--- config.mk ---
export PLATFORM = sky130hd
export DESIGN_NAME = button_event_decoder
export DESIGN_NICKNAME = d
export VERILOG_FILES = /design/src/rtl/button_event_decoder.sv
export SDC_FILE = /design/constraint.sdc
export NUM_CORES = 1
export LEC_CHECK = 0
export ABC_AREA = 1
export ABC_CLOCK_PERIOD_IN_PS = 2900
export CAP_MARGIN = 10
export CORE_MARGIN = 3
export CORE_UTILIZATION = 54
export DETAILED_ROUTE_END_ITERATION = 8
export DONT_BUFFER_PORTS = 1
export PLACE_DENSITY = 0.69
export SYNTH_ARGS = -nofsm -noshare
export SYNTH_HDL_FRONTEND = slang
export SYNTH_SLANG_ARGS = --single-unit
--- constraint.sdc ---
create_clock -name clk -period 2.9 [get_ports clk]
set_input_delay 0.87 -clock clk [delete_from_list [all_inputs] [get_ports clk]]
set_output_delay 0.87 -clock clk [all_outputs]
set_load 0.01 [all_outputs]
--- src/rtl/button_event_decoder.sv ---
// Classifies debounced button gestures into SHORT / LONG / DOUBLE events on a valid/ready output.
// Optional macro AUTO_REPEAT_EN adds periodic REPEAT events while a LONG press is held.
module button_event_decoder #(
  parameter int LONG_CYCLES   = 16,
  parameter int DCLICK_CYCLES = 8,
  parameter int REPEAT_CYCLES = 12
) (
  input  logic       clk,
  input  logic       rst,
  input  logic       clean_in,
  output logic       evt_valid,
  output logic [1:0] evt_code,
  input  logic       evt_ready,
  output logic       evt_overflow,
  output logic       busy
);

  localparam int MAX_AB = (LONG_CYCLES > DCLICK_CYCLES) ? LONG_CYCLES : DCLICK_CYCLES;
  localparam int MAX_CNT = (MAX_AB > REPEAT_CYCLES) ? MAX_AB : REPEAT_CYCLES;
  localparam int CW = $clog2(MAX_CNT + 1);

  localparam logic [1:0] CODE_REPEAT = 2'b00;
  localparam logic [1:0] CODE_SHORT  = 2'b01;
  localparam logic [1:0] CODE_LONG   = 2'b10;
  localparam logic [1:0] CODE_DOUBLE = 2'b11;

  localparam logic [CW-1:0] LONG_LAST   = CW'(LONG_CYCLES - 1);
  localparam logic [CW-1:0] DCLICK_LAST = CW'(DCLICK_CYCLES - 1);

  typedef enum logic [2:0] {
    IDLE,
    PRESSED,
    WAIT_SECOND,
    SECOND_PRESSED,
    LONG_HELD
  } state_t;

  state_t        state, state_next;
  logic [CW-1:0] cnt, cnt_next;
  logic          emit;
  logic [1:0]    emit_code;

  always_ff @(posedge clk) begin
    if (rst) begin
      state <= IDLE;
      cnt   <= '0;
    end else begin
      state <= state_next;
      cnt   <= cnt_next;
    end
  end

  always_comb begin
    state_next = state;
    cnt_next   = cnt;
    emit       = 1'b0;
    emit_code  = CODE_REPEAT;
    unique case (state)
      IDLE: begin
        if (clean_in) begin
          state_next = PRESSED;
          cnt_next   = CW'(1);
        end
      end
      PRESSED: begin
        if (clean_in) begin
          if (cnt == LONG_LAST) begin
            emit       = 1'b1;
            emit_code  = CODE_LONG;
            state_next = LONG_HELD;
            cnt_next   = '0;
          end else begin
            cnt_next = cnt + CW'(1);
          end
        end else begin
          state_next = WAIT_SECOND;
          cnt_next   = CW'(1);
        end
      end
      WAIT_SECOND: begin
        if (clean_in) begin
          state_next = SECOND_PRESSED;
        end else if (cnt == DCLICK_LAST) begin
          emit       = 1'b1;
          emit_code  = CODE_SHORT;
          state_next = IDLE;
          cnt_next   = '0;
        end else begin
          cnt_next = cnt + CW'(1);
        end
      end
      SECOND_PRESSED: begin
        // The second press is never timed, so it can be held indefinitely.
        if (!clean_in) begin
          emit       = 1'b1;
          emit_code  = CODE_DOUBLE;
          state_next = IDLE;
          cnt_next   = '0;
        end
      end
      LONG_HELD: begin
        if (!clean_in) begin
          state_next = IDLE;
          cnt_next   = '0;
        end
`ifdef AUTO_REPEAT_EN
        else if (cnt == CW'(REPEAT_CYCLES - 1)) begin
          emit      = 1'b1;
          emit_code = CODE_REPEAT;
          cnt_next  = '0;
        end else begin
          cnt_next = cnt + CW'(1);
        end
`endif
      end
      default: begin
        state_next = IDLE;
        cnt_next   = '0;
      end
    endcase
  end

  // Output slot: a new event loads only if the slot is empty or being drained this edge.
  always_ff @(posedge clk) begin
    if (rst) begin
      evt_valid    <= 1'b0;
      evt_code     <= 2'b00;
      evt_overflow <= 1'b0;
      busy         <= 1'b0;
    end else begin
      busy <= (state_next != IDLE);
      if (emit) begin
        if (!evt_valid || evt_ready) begin
          evt_valid <= 1'b1;
          evt_code  <= emit_code;
        end else begin
          evt_overflow <= 1'b1;
        end
      end else if (evt_valid && evt_ready) begin
        evt_valid <= 1'b0;
      end
    end
  end

endmodule
== Yosys cells after proc, flatten, opt, wreduce, memory -nomap -nowiden ==
Cells that the tools add are included.

* Register bits after elaboration: 13
* Bits in latches: 0
* Bits in writable memories: 0
* Bits in read-only memories: 0
* Input bits: 4
* Word-level logic and storage cells: 58
* Memories: 0

* $add $sub $neg: 1
* Multiply operators: 0
* Div/mod/pow operators: 0
* Magnitude comparators: 0
* Equal/unequal tests: 10
* Shift-type cells: 0
* Multiplexer cells: 29
* Bitwise gates (word level): 1
* Reduce and logical (&&, ||, !) cells: 11

{| class="wikitable"
|+ Operators by type and width
! operator !! number
|-
| 5-bit two-way mux || 6
|-
| 5-bit case mux with 4 select lines || 1
|-
| 3-bit two-way mux || 6
|-
| 3-bit case mux with 4 select lines || 1
|-
| 1-bit two-way mux || 10
|-
| 3-bit by 2-bit == test with 1-bit output (second input constant) || 2
|-
| 2-bit two-way mux || 3
|-
| 2-bit != test (second input constant) || 3
|-
| 2-bit case mux with 3 select lines || 1
|-
| 2-bit AND reduction || 3
|-
| 5-bit by 1-bit adder with 5-bit output (second input constant) || 1
|-
| 5-bit by 3-bit == test with 1-bit output (second input constant) || 1
|-
| 5-bit by 4-bit == test with 1-bit output (second input constant) || 1
|-
| 3-bit by 1-bit == test with 1-bit output (second input constant) || 1
|-
| 3-bit == test (second input constant) || 1
|-
| 3-bit logical NOT || 1
|-
| 1-bit case mux with 3 select lines || 1
|-
| 3-bit AND reduction || 1
|-
| 3-bit nonzero test || 1
|-
| 2-bit by 1-bit != test with 1-bit output (second input constant) || 1
|-
| 2-bit nonzero test || 1
|-
| 2-bit OR reduction || 1
|-
| 1-bit logical AND || 1
|-
| 1-bit logical NOT || 1
|-
| other kinds (2) || 2
|}

== Logic depth before layout (Yosys ltp) ==
* Depth in word-level cells: 6
* Mapped depth: 11

== Worst setup path after synthesis ==
No wires, ideal clock.

* Kind: input to register
* From: input port clean_in
* To: register evt_valid
* Arrival time: 1.489 ns
* Required time: 2.785 ns
* Setup slack: 1.296 ns
* Cell stages on the path: 7
* Path buffers: 1
* Path through: buf_4 -> nand2_1 -> inv_1 -> nand3_1 -> nand3_2 -> o21ai_0 -> inv_1

* Word-level cells in the longest chain between the ends: 4
* Elaborated cells between the ends (all ways): 8
* Those cells by class: 1 x eq/ne; 5 x mux; 2 x reduce/logical

{| class="wikitable"
|+ Ends and longest elaborated chain
! what !! line !! text
|-
| start: declaration || 10 || <nowiki>input logic clean_in,</nowiki>
|-
| 1-bit two-way mux, on equally long branches || 94, 66, 81 ||
|-
| 1-bit case mux with 3 select lines (*) || 58 || <nowiki>unique case (state)</nowiki>
|-
| 2-bit by 1-bit != test with 1-bit output (no line) / 2-bit nonzero test (equally long branches) || -- ||
|-
| 2-bit AND reduction (no line) || -- ||
|-
| end signal: assignment || 126 || <nowiki>evt_valid <= 1'b0;</nowiki>
|-
| end signal: assignment || 134 || <nowiki>evt_valid <= 1'b1;</nowiki>
|-
| end signal: assignment || 140 || <nowiki>evt_valid <= 1'b0;</nowiki>
|-
| end: declaration || 11 || <nowiki>output logic evt_valid,</nowiki>
|}

Mark *: on every way between the ends. The rest lies on a longest branch, timed or not.
A chain may end at the register's enable or synchronous reset.

== Worst setup path in the final report ==
* From: register cnt[0]
* To: register evt_code[1]

* Word-level cells in the longest chain between the ends: 5
* Elaborated cells between the ends (all ways): 11
* Those cells by class: 2 x eq/ne; 8 x mux; 1 x reduce/logical

{| class="wikitable"
|+ Ends and longest elaborated chain
! what !! line !! text
|-
| start: declaration || 39 || <nowiki>logic [CW-1:0] cnt, cnt_next;</nowiki>
|-
| start signal: assignment || 49 || <nowiki>cnt <= cnt_next;</nowiki>
|-
| 5-bit by 3-bit == test with 1-bit output / 5-bit by 4-bit == test with 1-bit output (equally long branches) || 83, 67 ||
|-
| 1-bit two-way mux, on equally long branches || 83, 67 ||
|-
| 1-bit two-way mux, on equally long branches || 81, 66 ||
|-
| 1-bit case mux with 3 select lines || 58 ||
|-
| 2-bit AND reduction (no line) || -- ||
|-
| end signal: assignment || 135 || <nowiki>evt_code <= emit_code;</nowiki>
|-
| end: declaration || 12 || <nowiki>output logic [1:0] evt_code,</nowiki>
|}

Parallel ways exist; a longest one is shown, timed or not.

==> impl_results.md <==
- Die area: 1840 um2
- Initial antenna violation count: 0
- Die width: 42.9 um
- Slew Viols, Final: 0
- Number of buffers added on ports: 0
- Compound-Gate Fraction of Synth Area: 12.3%
- # IOs: 9
- DR vias: 684
- Maximum VDD drop: 0.290 mV
- Root buffer cell: clkbuf_4
- RSZ-0062 raised after global routing: false
- CP arrival: 1.85 ns
- Area share of the largest cell type after synthesis: 35.4%
- Remaining Overflow, GRT: 0
- Commonest non-fill, non-tap cells in the layout: 36 x nand2_1, 16 x inv_1, 13 x nor2_1, 13 x dfxtp_1, 10 x a21oi_1
- Largest cells by area after synthesis: dfxtp_1 35%, nand2_1 18%, inv_1 8.2%, a21oi_1 6.8%, nor2_1 6.6%
- Largest net degree at the start of global routing: 12
- Commonest non-fill, non-tap cell in the layout: nand2_1
- Crit-path max FO: 5
- Antenna Nets Post-Route: 0
- Share of cells above drive strength 1: 6.84%
- Post-Synth XOR/XNOR Area: 0%
- Most common cell on crit path: nand2_1
- Largest stage delay, worst path: 0.39 ns
- Vias in the first global route: 563
- Slowest CP cell: dfxtp_1
- Setup crit start kind: register
- GR Util All Layers: 16.1%
- Max Root-Sink Buffers: 2
- DRC violations left: 0
- Fmax: 594 MHz
- Final hold violation count: 0
- Total power: 0.000336 W
- Dpl hpwl: 1070 um
- Hold slack: 0.485 ns
- Cells along the critical path: ha_1 > nand2_1 > nor2_1 > ha_1 > nand2_1 > inv_1 > nand3_1 > nand3_2 > nand2_1 > nand2_1 > a21oi_1
- P_leak: 0.365 nW
- Crit end category: register
- Total Wirelength: 1370 um
- Switching pwr: 0.0000858 W
- Kind of critical path: register to register
- Maxcap violations: 0
- Syn Area/Cell: 6.39 um2
- Detailed Route Iter0 Violations: 21
- Cells on worst reg2reg path: 11
- Worst-skew pair later-pin latency: 0.27 ns
- Initial core utilization: 61.9%
- Rel. slew slack: 79.3%
- Yosys top cell by area: dfxtp_1
- Tightest Pin Transition: 0.309 ns
- Count of different cell masters after synthesis: 17
- Syn Nets: 122
- Net count reported at finish: 125
- TritonCTS Buffers: 3
- GPL Wtd Cong: 0.822
- Area grow syn2layout: 3.92%
- Int Power: 0.000250 W
- CTS Sinks: 13
- Post-CTS setup buffers: 0
- Clk pwr share: 32.6%
- Req. time, crit path: 3.06 ns
- Hold crit path type: register to register
- Status: finished, final reports clean
- Drt via density: 5.22
- Synth Cell Area: 734 um2
- Yosys Warn Count: 0
- Clk_skew: 0.00267 ns
- Sequential share of the synthesized area: 35.4%
- Crit share post-route: 58.1%
- Hold Crit Depth: 2
- Worst-path clk slew: 0.08 ns
- Mux cell area share after synthesis: 0%
- Mapped Cells: 115
- Final min period: 1.68 ns
- Core Area: 1190 um2
- Final Setup Violations: 0
- Post-layout util: 64.3%
- TritonRoute pass-1 iters: 4
- Post-CTS sizing: 0
- Routed WL per cell: 10.4 um
- Combinational fraction of design power: 10.6%
- Pwr dens: 440 nW/um2
- ANT cells: 0
- Synthesized flop and latch total: 13
- CTS tree: done
- Die height: 42.9 um
- Std cell rows: 12
- Hold buffer count at CTS: 0
- Fin Setup TNS: 0 ns
- Clock H-tree levels: 1
- Simple-gate share of the synthesized area: 36.5%
- First-pass GRT wire length: 2300 um
- Sequential power share: 56.8%
- Adder-cell share of the synthesized area: 5.11%
- Switching share of power: 25.5%
- Largest family of logic cells by synthesized area: simple AND/OR/NAND/NOR gates
==> worst paths after layout <==
| check | startpoint | to | slack, ns |
|---|---|---|---|
| hold reg to reg | cnt[1] | cnt[1] | 0.49 |
| setup / recovery | cnt[0] | evt_code[1] | 1.22 |
| hold / removal | cnt[1] | cnt[1] | 0.49 |
| setup reg to reg | cnt[0] | evt_code[1] | 1.22 |
==> power by group through the flow <==
stage	combinational, W	clock, W	sequential [W]
floorplan	0.0000337	0	0.000194
global placement	0.0000359	0	0.000195
detailed placement	0.0000359	0	0.000195
CTS	0.0000360	0.000115	0.000191
global route	0.0000412	0.000123	0.000192
finish	0.0000357	0.000109	0.000191
==> state kept, by name, indices dropped and copies added (netlist names) <==
signal        flops
busy              1
cnt               5
evt_code          2
evt_overflow      1
evt_valid         1
state             3
==> cells in the mapped netlist <==
library cell / instances
dfxtp_1: 13
nand3_2: 1
nor2_1: 13
a211oi_1: 2
ha_1: 3
nand2_1: 36
buf_4: 2
inv_2: 1
nand2_2: 1
nand4_1: 1
nand3b_1: 1
a21oi_1: 10
nand3_1: 7
o21ai_0: 5
inv_1: 16
or2_1: 1
nor2_2: 2
==> logic make-up after synthesis <==
kind of cell / after synthesis
simple gates: 63
flops: 13
fa+ha+maj: 3
compound gates: 17
buf+inv: 19
==> critical path, delay by kind of cell (launching register included) <==
family                   cells  cell delay (ns)
AO/OA/AOI/OAI                1             0.05
adder cells (fa/ha/maj)      2             0.42
flip-flops                   1             0.39
buffers and inverters        1             0.05
AND/OR/NAND/NOR              7             0.67
==> cell type report <==
class | instances | area, um2
well taps | 14 | 17.5
inverters | 17 | 63.8
flip-flops and latches | 13 | 260
fillers | 109 | 423
multi-input cells | 83 | 395
clock buffers | 4 | 26.3
==> per-layer routing <==
layer	part of all wire, %	global-route usage, %
met3	4.6	4.24
met5	0	0
met1	50	21.1
met2	44	25.1
met4	0.66	5.59
==> metrics by stage <==
step                      worst slack, ns  instances  instance area (um2)
after floorplan                      1.30        115                  734
after global placement               1.28        127                  737
after detailed placement             1.23        127                  737
after CTS                            1.21        131                  763
after global routing                0.978        131                  763
final                                1.22        131                  763
Note: power is estimated with default switching activity, not from simulation.
